--- src/rtl/tdm_demux_4ch.sv ---
// Receive side of a 4-channel TDM link: locks on frame sync, routes slots to channels, publishes whole frames.
// Optional macro TDM_CHK_EN: 5-slot frames whose last slot carries the XOR of slots 0..3.
module tdm_demux_4ch #(
  parameter int DATA_W = 1
) (
  input  logic                Clk,
  input  logic                Rst,
  input  logic [DATA_W-1:0]   Ent,
  input  logic                Sync,
  input  logic                En,
  output logic [4*DATA_W-1:0] Sal,
  output logic [2:0]          Sel,
  output logic                Val,
  output logic                Err
);

`ifdef TDM_CHK_EN
  localparam int SEL_W = 3;
  localparam int NSH   = 4;
`else
  localparam int SEL_W = 2;
  localparam int NSH   = 3;
`endif
  // Index of the slot that completes a frame.
  localparam logic [SEL_W-1:0] LAST = SEL_W'(NSH);

  typedef enum logic {IDLE, RUN} state_t;

  state_t              state_reg, state_next;
  logic [SEL_W-1:0]    sel_reg, sel_next;
  logic [DATA_W-1:0]   shadow_reg [NSH];
  logic                shadow_we;
  logic [1:0]          shadow_idx;
  logic [4*DATA_W-1:0] sal_reg, sal_next;
  logic [4*DATA_W-1:0] frame_word;
  logic                val_reg, val_next;
  logic                err_reg, err_next;

  genvar gi;
  generate
    for (gi = 0; gi < 3; gi++) begin : g_pack
      assign frame_word[gi*DATA_W +: DATA_W] = shadow_reg[gi];
    end
  endgenerate

`ifdef TDM_CHK_EN
  logic check_ok;
  assign frame_word[3*DATA_W +: DATA_W] = shadow_reg[3];
  assign check_ok = (Ent == (shadow_reg[0] ^ shadow_reg[1] ^ shadow_reg[2] ^ shadow_reg[3]));
`else
  // Slot 3 goes straight from the line into the published frame.
  assign frame_word[3*DATA_W +: DATA_W] = Ent;
`endif

  always_comb begin
    state_next = state_reg;
    sel_next   = sel_reg;
    sal_next   = sal_reg;
    val_next   = 1'b0;
    err_next   = err_reg;
    shadow_we  = 1'b0;
    shadow_idx = 2'd0;
    if (En) begin
      if (Sync) begin
        // Sync anywhere but slot 0 while locked drops the partial frame and restarts.
        if (state_reg == RUN && sel_reg != '0) err_next = 1'b1;
        shadow_we  = 1'b1;
        shadow_idx = 2'd0;
        sel_next   = SEL_W'(1);
        state_next = RUN;
      end else if (state_reg == RUN) begin
        if (sel_reg == '0) begin
          err_next   = 1'b1;
          state_next = IDLE;
        end else if (sel_reg == LAST) begin
          sel_next = '0;
`ifdef TDM_CHK_EN
          if (check_ok) begin
            sal_next = frame_word;
            val_next = 1'b1;
          end else begin
            err_next = 1'b1;
          end
`else
          sal_next = frame_word;
          val_next = 1'b1;
`endif
        end else begin
          shadow_we  = 1'b1;
          shadow_idx = sel_reg[1:0];
          sel_next   = sel_reg + SEL_W'(1);
        end
      end
    end
  end

  always_ff @(posedge Clk) begin
    if (Rst) begin
      state_reg <= IDLE;
      sel_reg   <= '0;
      sal_reg   <= '0;
      val_reg   <= 1'b0;
      err_reg   <= 1'b0;
      for (int i = 0; i < NSH; i++) shadow_reg[i] <= '0;
    end else begin
      state_reg <= state_next;
      sel_reg   <= sel_next;
      sal_reg   <= sal_next;
      val_reg   <= val_next;
      err_reg   <= err_next;
      if (shadow_we) shadow_reg[shadow_idx] <= Ent;
    end
  end

  assign Sal = sal_reg;
  assign Sel = 3'(sel_reg);
  assign Val = val_reg;
  assign Err = err_reg;

endmodule

--- config.mk ---
export PLATFORM = sky130hd
export DESIGN_NAME = tdm_demux_4ch
export DESIGN_NICKNAME = d
export VERILOG_FILES = /design/src/rtl/tdm_demux_4ch.sv
export SDC_FILE = /design/constraint.sdc
export NUM_CORES = 1
export LEC_CHECK = 0
export CAP_MARGIN = 20
export CORE_AREA = 2 2 39 41
export CTS_CLUSTER_SIZE = 30
export DETAILED_ROUTE_END_ITERATION = 16
export DIE_AREA = 0 0 41 43
export PLACE_DENSITY_LB_ADDON = 0.25
export RECOVER_POWER = 100
export SLEW_MARGIN = 20
export SYNTH_ARGS = -nofsm -noshare
export SYNTH_HDL_FRONTEND = slang
export SYNTH_SLANG_ARGS = --single-unit
--- constraint.sdc ---
create_clock -name Clk -period 3.7 [get_ports Clk]
set_input_delay 0.555 -clock Clk [delete_from_list [all_inputs] [get_ports Clk]]
set_output_delay 0.555 -clock Clk [all_outputs]
set_load 0.03 [all_outputs]
==> results of run 1 <==
cell families (layout without fill, tap and decap cells):
kind of cell	after synthesis	in the layout	synth area share (%)
other cells	1	1	0.6180
xor+xnor	1	1	1.444
flops	12	12	44.54
compound gates	15	15	17.12
buf+inv	5	19	3.917
simple gates	23	23	22.48
mux	1	1	1.650
fa+ha+maj	4	4	8.248
per-layer routing:
layer	GRT usage, %	part of all wire (%)	vias up
met2	21.25	46	14
met1	19.06	46	225
li1	-	-	243
met5	0	0	-
met3	3.141	6.0	4
met4	10.00	1.8	0
power breakdown:
part	switching [W]	internal (W)	total, W
Combinational	0.0000154	0.0000118	0.0000272
Sequential	0.00000247	0.000137	0.000140
Clock	0.0000422	0.0000417	0.0000840
how the worst max path moves through the flow:
stage	slack (ps)	depth (start not counted)	to	start
final	1710	1	Sel[0]	sel_reg[0]$_SDFFE_PP0P_
after global routing	1650	1	Sel[0]	sel_reg[0]$_SDFFE_PP0P_
after CTS	1760	1	Sel[0]	sel_reg[0]$_SDFFE_PP0P_
after detailed placement	1780	4	shadow_reg[0]$_SDFFCE_PN0P_	Rst
after global placement	1810	4	shadow_reg[2]$_SDFFCE_PN0P_	Sync
after floorplan	2060	5	Sal[0]$_SDFFE_PP0P_	sel_reg[0]$_SDFFE_PP0P_
worst reg2reg max path, cell delays in order, from the launching register on:
cell and delay [ps]:
dfxtp_1 400, inv_1 100, ha_1 250, and4bb_1 430, and2_0 230, a31o_1 160
final cells by class:
type	count	area, µm²
fill	143	629.4
multi-input combinational	45	306.5
tap	16	20.02
inverter	3	11.26
sequential	12	270.3
timing repair buffer	12	120.1
clock buffer	4	26.28
through the flow:
step / cell area, µm² / util, % / std cells / hold slack (ps) / total power [W]
2_1_floorplan: 606.8 / - / 62 / 441.9 / 0.0001613
3_3_place_gp: 734.5 / 53.07 / 88 / 456.1 / 0.0001715
3_5_place_dp: 734.5 / 53.07 / 88 / 457.5 / 0.0001719
4_1_cts: 760.7 / 54.97 / 92 / 475.7 / 0.0002545
5_1_grt: 754.5 / 54.52 / 92 / 502.3 / 0.0002619
6_report: 754.5 / 54.52 / 92 / 465.9 / 0.0002511
cells in the final DEF, fill, tap and decap left out, types with 2 or more instances in the layout:
cell / n
nor2_1: 6
a21oi_1: 4
ha_1: 4
dlygate4sd3_1: 11
nor2b_1: 2
o21ai_0: 2
a21o_1: 2
dfxtp_1: 9
and3_1: 2
inv_1: 3
nand2_1: 5
a31o_1: 3
clkbuf_4: 3
edfxtp_1: 3
nand2b_1: 3
==> metrics.txt, run 1 <==
Detailed Routing Iterations Pass 1=4; gr usage total=roughly 15%; Tmin final=between 1500 and 2000 ps; flops & latches, synth=12; DP Worst Slack=1779 ps; initial antenna violation count=0; Setup-failing EPs final=0; 1st-iter DRT viols=10; yosys warns=0; final hold vios=0; worst endpoint data arrival time=1440 ps; CTS Buf Count=3; Max Slew Vio Count=0; number of flip-flops in the largest register=4; cell with the most instances after synthesis=dfxtp_1; maxcap violations=0; crit-path leading delay family=buffers and inverters; Die H=43 µm; pwr dens=approximately 330 nW/µm²; hold buffer count at CTS=0; FF-to-FF End=Sal[0]$_SDFFE_PP0P_; antenna viol nets, final=0; routed len/inst=between 10 and 15 µm; Synth top cells by count=dfxtp_1, nor2_1, nand2_1, a21oi_1, ha_1; total wire length=1.030 mm; Max Fclk=0.5020 GHz; ANT cells=0; Rows=14; first-pass GRT wire length=1.731 mm; Placer Congestion=0.7260; Pleak=0.3508 nW; Tightest Hold Check Type=reg -> reg; CTS H-tree lvls=1; Longest Clk Path Bufs=2; RSZ-0062 raised after global routing=false; worst path bufs/invs=1; core area=1384 µm²; Post-Syn Area=roughly 610 µm²; Top FF cell, synth=dfxtp_1; worst hold stages=2; status=finished clean; chip width=41 µm; post-synth cell types=27; crit-path max cell delay=760 ps; vias after detailed routing=486; CTS tree=yes; GRT overflow=0; crit path kind=reg -> out; critical-path cell list=dlygate4sd3_1; vias in the first global route=427; worst skew pair latency=270 ps; postcts setup bufs=0; Reg2Reg Depth=5; Seq/Total Area, Yosys=between 40% and 50%; pin count of the biggest net entering global routing=13; Hold Path Sink=Sal[3]$_SDFFE_PP0P_; Final WS setup=~1700 ps; Sink Count=12; Syn-to-layout area delta=24.33%; I/O pin cnt=14; Initial Util=43.85%; # DRC=0; Critical Path RT=3140 ps; I/O Buffers=12; Worst setup EP type=primary output; RR Startpoint=sel_reg[0]$_SDFFE_PP0P_; top cell type's share of synthesized area=29.69%; slowest stage cell, crit path=dlygate4sd3_1; Die ar.=1763 µm²; Mapped Cells=62; Synth area leaders=dfxtp_1, edfxtp_1, ha_1, a31o_1, nor2_1; leading area contributor after synthesis=dfxtp_1; Post-CTS Resized=0; worst-path fanout max=5; Syn Area/Cell=9.788 µm²; min-delay src=Sal[3]$_SDFFE_PP0P_; via/cell ratio=5.283; Max IR drop VDD=0.1506 mV; syn nets=71; ys async rst share=0%; clk slew on worst S/H paths=roughly 80 ps; root buffer cell=clkbuf_4; Post-DP HPWL=796.9 µm; Setup TNS=0 ps; CP Launch Type=flop; share of cells above drive strength 1=under 10%; Tcrit/Tclk final=between 50 and 60%; clock skew=roughly 4.3 ps; flop-to-flop setup slack=2080 ps; nets@finish=86; EDFF count, synth=3
Note: power is estimated with default switching activity, not from simulation.
==> run 2: changes to the inputs <==
CORE_AREA = unset   (was 2 2 39 41)
CORE_MARGIN = 1   (was unset)
CORE_UTILIZATION = 46   (was unset)
DIE_AREA = unset   (was 0 0 41 43)
clock period = 1.9 ns   (was 3.7 ns; I/O delays follow)
==> metrics.txt, run 2 (same netlist as run 1, synthesis figures left out) <==
status=finished clean; Tightest Hold Check Type=reg -> reg; placed cells=87 (-1.1%); Pleak=0.3576 nW (+1.9%); CTS H-tree lvls=1 (unchanged); DP Worst Slack=246.6 ps (-1532 ps); postcts setup bufs=0 (unchanged); Max IR drop VDD=0.3591 mV (+140%); Die H=38.32 µm (-11%); via/cell ratio=5.220 (-1.2%); Post-CTS Resized=0 (unchanged); Tmin final=around 1700 ps; Longest Clk Path Bufs=2 (unchanged); CTS tree=yes; chip width=38.32 µm (-6.5%); Final WS setup=175.4 ps (-1533 ps); Detailed Routing Iterations Pass 1=4 (unchanged); 1st-iter DRT viols=7 (-3); Post-DP HPWL=826.1 µm (+3.7%); maxcap violations=0 (unchanged); most frequent cells in the layout=dfxtp_1, dlygate4sd3_1, nor2_1, nand2_1; nets@finish=87 (+1.2%); first-pass GRT wire length=1.759 mm (+1.6%); Setup-failing EPs final=0 (unchanged); Initial Util=51.82% (+8.0 points); worst path bufs/invs=1 (unchanged); Tcrit/Tclk final=90.77%; worst skew pair latency=280 ps (about the same); share of cells above drive strength 1=7.792% (+2.5 points); routed len/inst=12.16 µm (+8.7%); clk slew on worst S/H paths=80 ps (about the same); number of flip-flops in the largest register=4 (unchanged); worst endpoint data arrival time=1440 ps (about the same); Non-Filler Instances=91 (-1.1%); initial antenna violation count=0 (unchanged); clock skew=8.348 ps (+4.034 ps); vias after detailed routing=475 (-2.3%); Max Slew Vio Count=0 (unchanged); Setup TNS=0 ps (unchanged); crit path kind=reg -> out; GR Layer Usage met1=23.08% (+4.0 points); slowest stage cell, crit path=dlygate4sd3_1; Max Fclk=about 0.58 GHz; leading cell type in the layout, fill and taps excluded=dfxtp_1; GRT overflow=0 (unchanged); vias in the first global route=412 (-3.5%); RSZ-0062 raised after global routing=false; root buffer cell=clkbuf_4; # DRC=0 (unchanged); crit-path max cell delay=760 ps (about the same); Worst setup EP type=primary output; Critical Path RT=1620 ps (-1520 ps); hold buffer count at CTS=0 (unchanged); Sink Count=12 (unchanged); I/O pin cnt=14 (unchanged); busiest grt layer=met2; ANT cells=0 (unchanged); worst-path fanout max=5 (unchanged); CP Launch Type=flop; final hold vios=0 (unchanged); I/O Buffers=12 (unchanged); crit-path leading delay family=buffers and inverters; Core Util, Final=65.06% (+11 points); Fill cells=96 (-33%); Register Area=270.3 µm² (unchanged); Multi-input gate area=309.0 µm² (+0.82%); critical-path cell list=dlygate4sd3_1; Rows=12 (-2); antenna viol nets, final=0 (unchanged); total wire length=1.107 mm (+7.5%); met2 Track Usage GR=27.54% (+6.3 points); gr usage total=18.70% (+3.9 points); pwr dens=650.4 nW/µm² (+95%); Placer Congestion=0.8330 (+15%); pin count of the biggest net entering global routing=9 (-4); met3 Usage GRT=6.977% (+3.8 points); Syn-to-layout area delta=25.57%; Die ar.=1468 µm² (-17%); core area=1171 µm² (-15%); CTS Buf Count=3 (unchanged)
run 2: changes by cell type in the layout (fill, tap and decap cells not counted), sizes merged:
cell           previous run  this run
clkdlybuf4s50             1         4
dlygate4sd3              11         8
buf                       0         1
clkbuf                    4         3
clkinv                    0         1
run 2: final timing paths:
path                         end  slack [ps]  cells past startpoint                    start
min reg2reg  Sal[3]$_SDFFE_PP0P_         470                      2      Sal[3]$_SDFFE_PP0P_
min          Sal[3]$_SDFFE_PP0P_         470                      2      Sal[3]$_SDFFE_PP0P_
max reg2reg  Sal[1]$_SDFFE_PP0P_         300                      5  sel_reg[0]$_SDFFE_PP0P_
max                       Sel[0]         180                      1  sel_reg[0]$_SDFFE_PP0P_
run 2: where the power goes:
| part | switching, W | internal (W) | total, W |
|---|---|---|---|
| Sequential | 0.00000515 | 0.000268 | 0.000273 |
| Combinational | 0.0000303 | 0.0000255 | 0.0000558 |
| Clock | 0.0000907 | 0.0000762 | 0.000167 |
run 2: through the flow:
stage	power, W	hold slack [ps]	cell area, µm²
3_3_place_gp	0.0003357	448.4	739.5
6_report	0.0004956	471.1	762.0
4_1_cts	0.0004990	475.1	765.7
2_1_floorplan	0.0003142	441.9	606.8
3_5_place_dp	0.0003362	455.0	739.5
5_1_grt	0.0005209	485.7	762.0
run 2: final cells by class:
type                       instances  share of cell area [%]
tap                               14                   2.299
clock inverter                     1                  0.4926
clock buffer                       3                   2.956
multi-input combinational         45                   40.56
inverter                           3                   1.478
sequential                        12                   35.47
timing repair buffer              13                   16.75
run 2: layer usage:
layer  vias up  share of wire, %
li1        246                 -
met3         2               4.6
met2        13                46
met1       214                48
met5         -                 0
met4         0               1.9
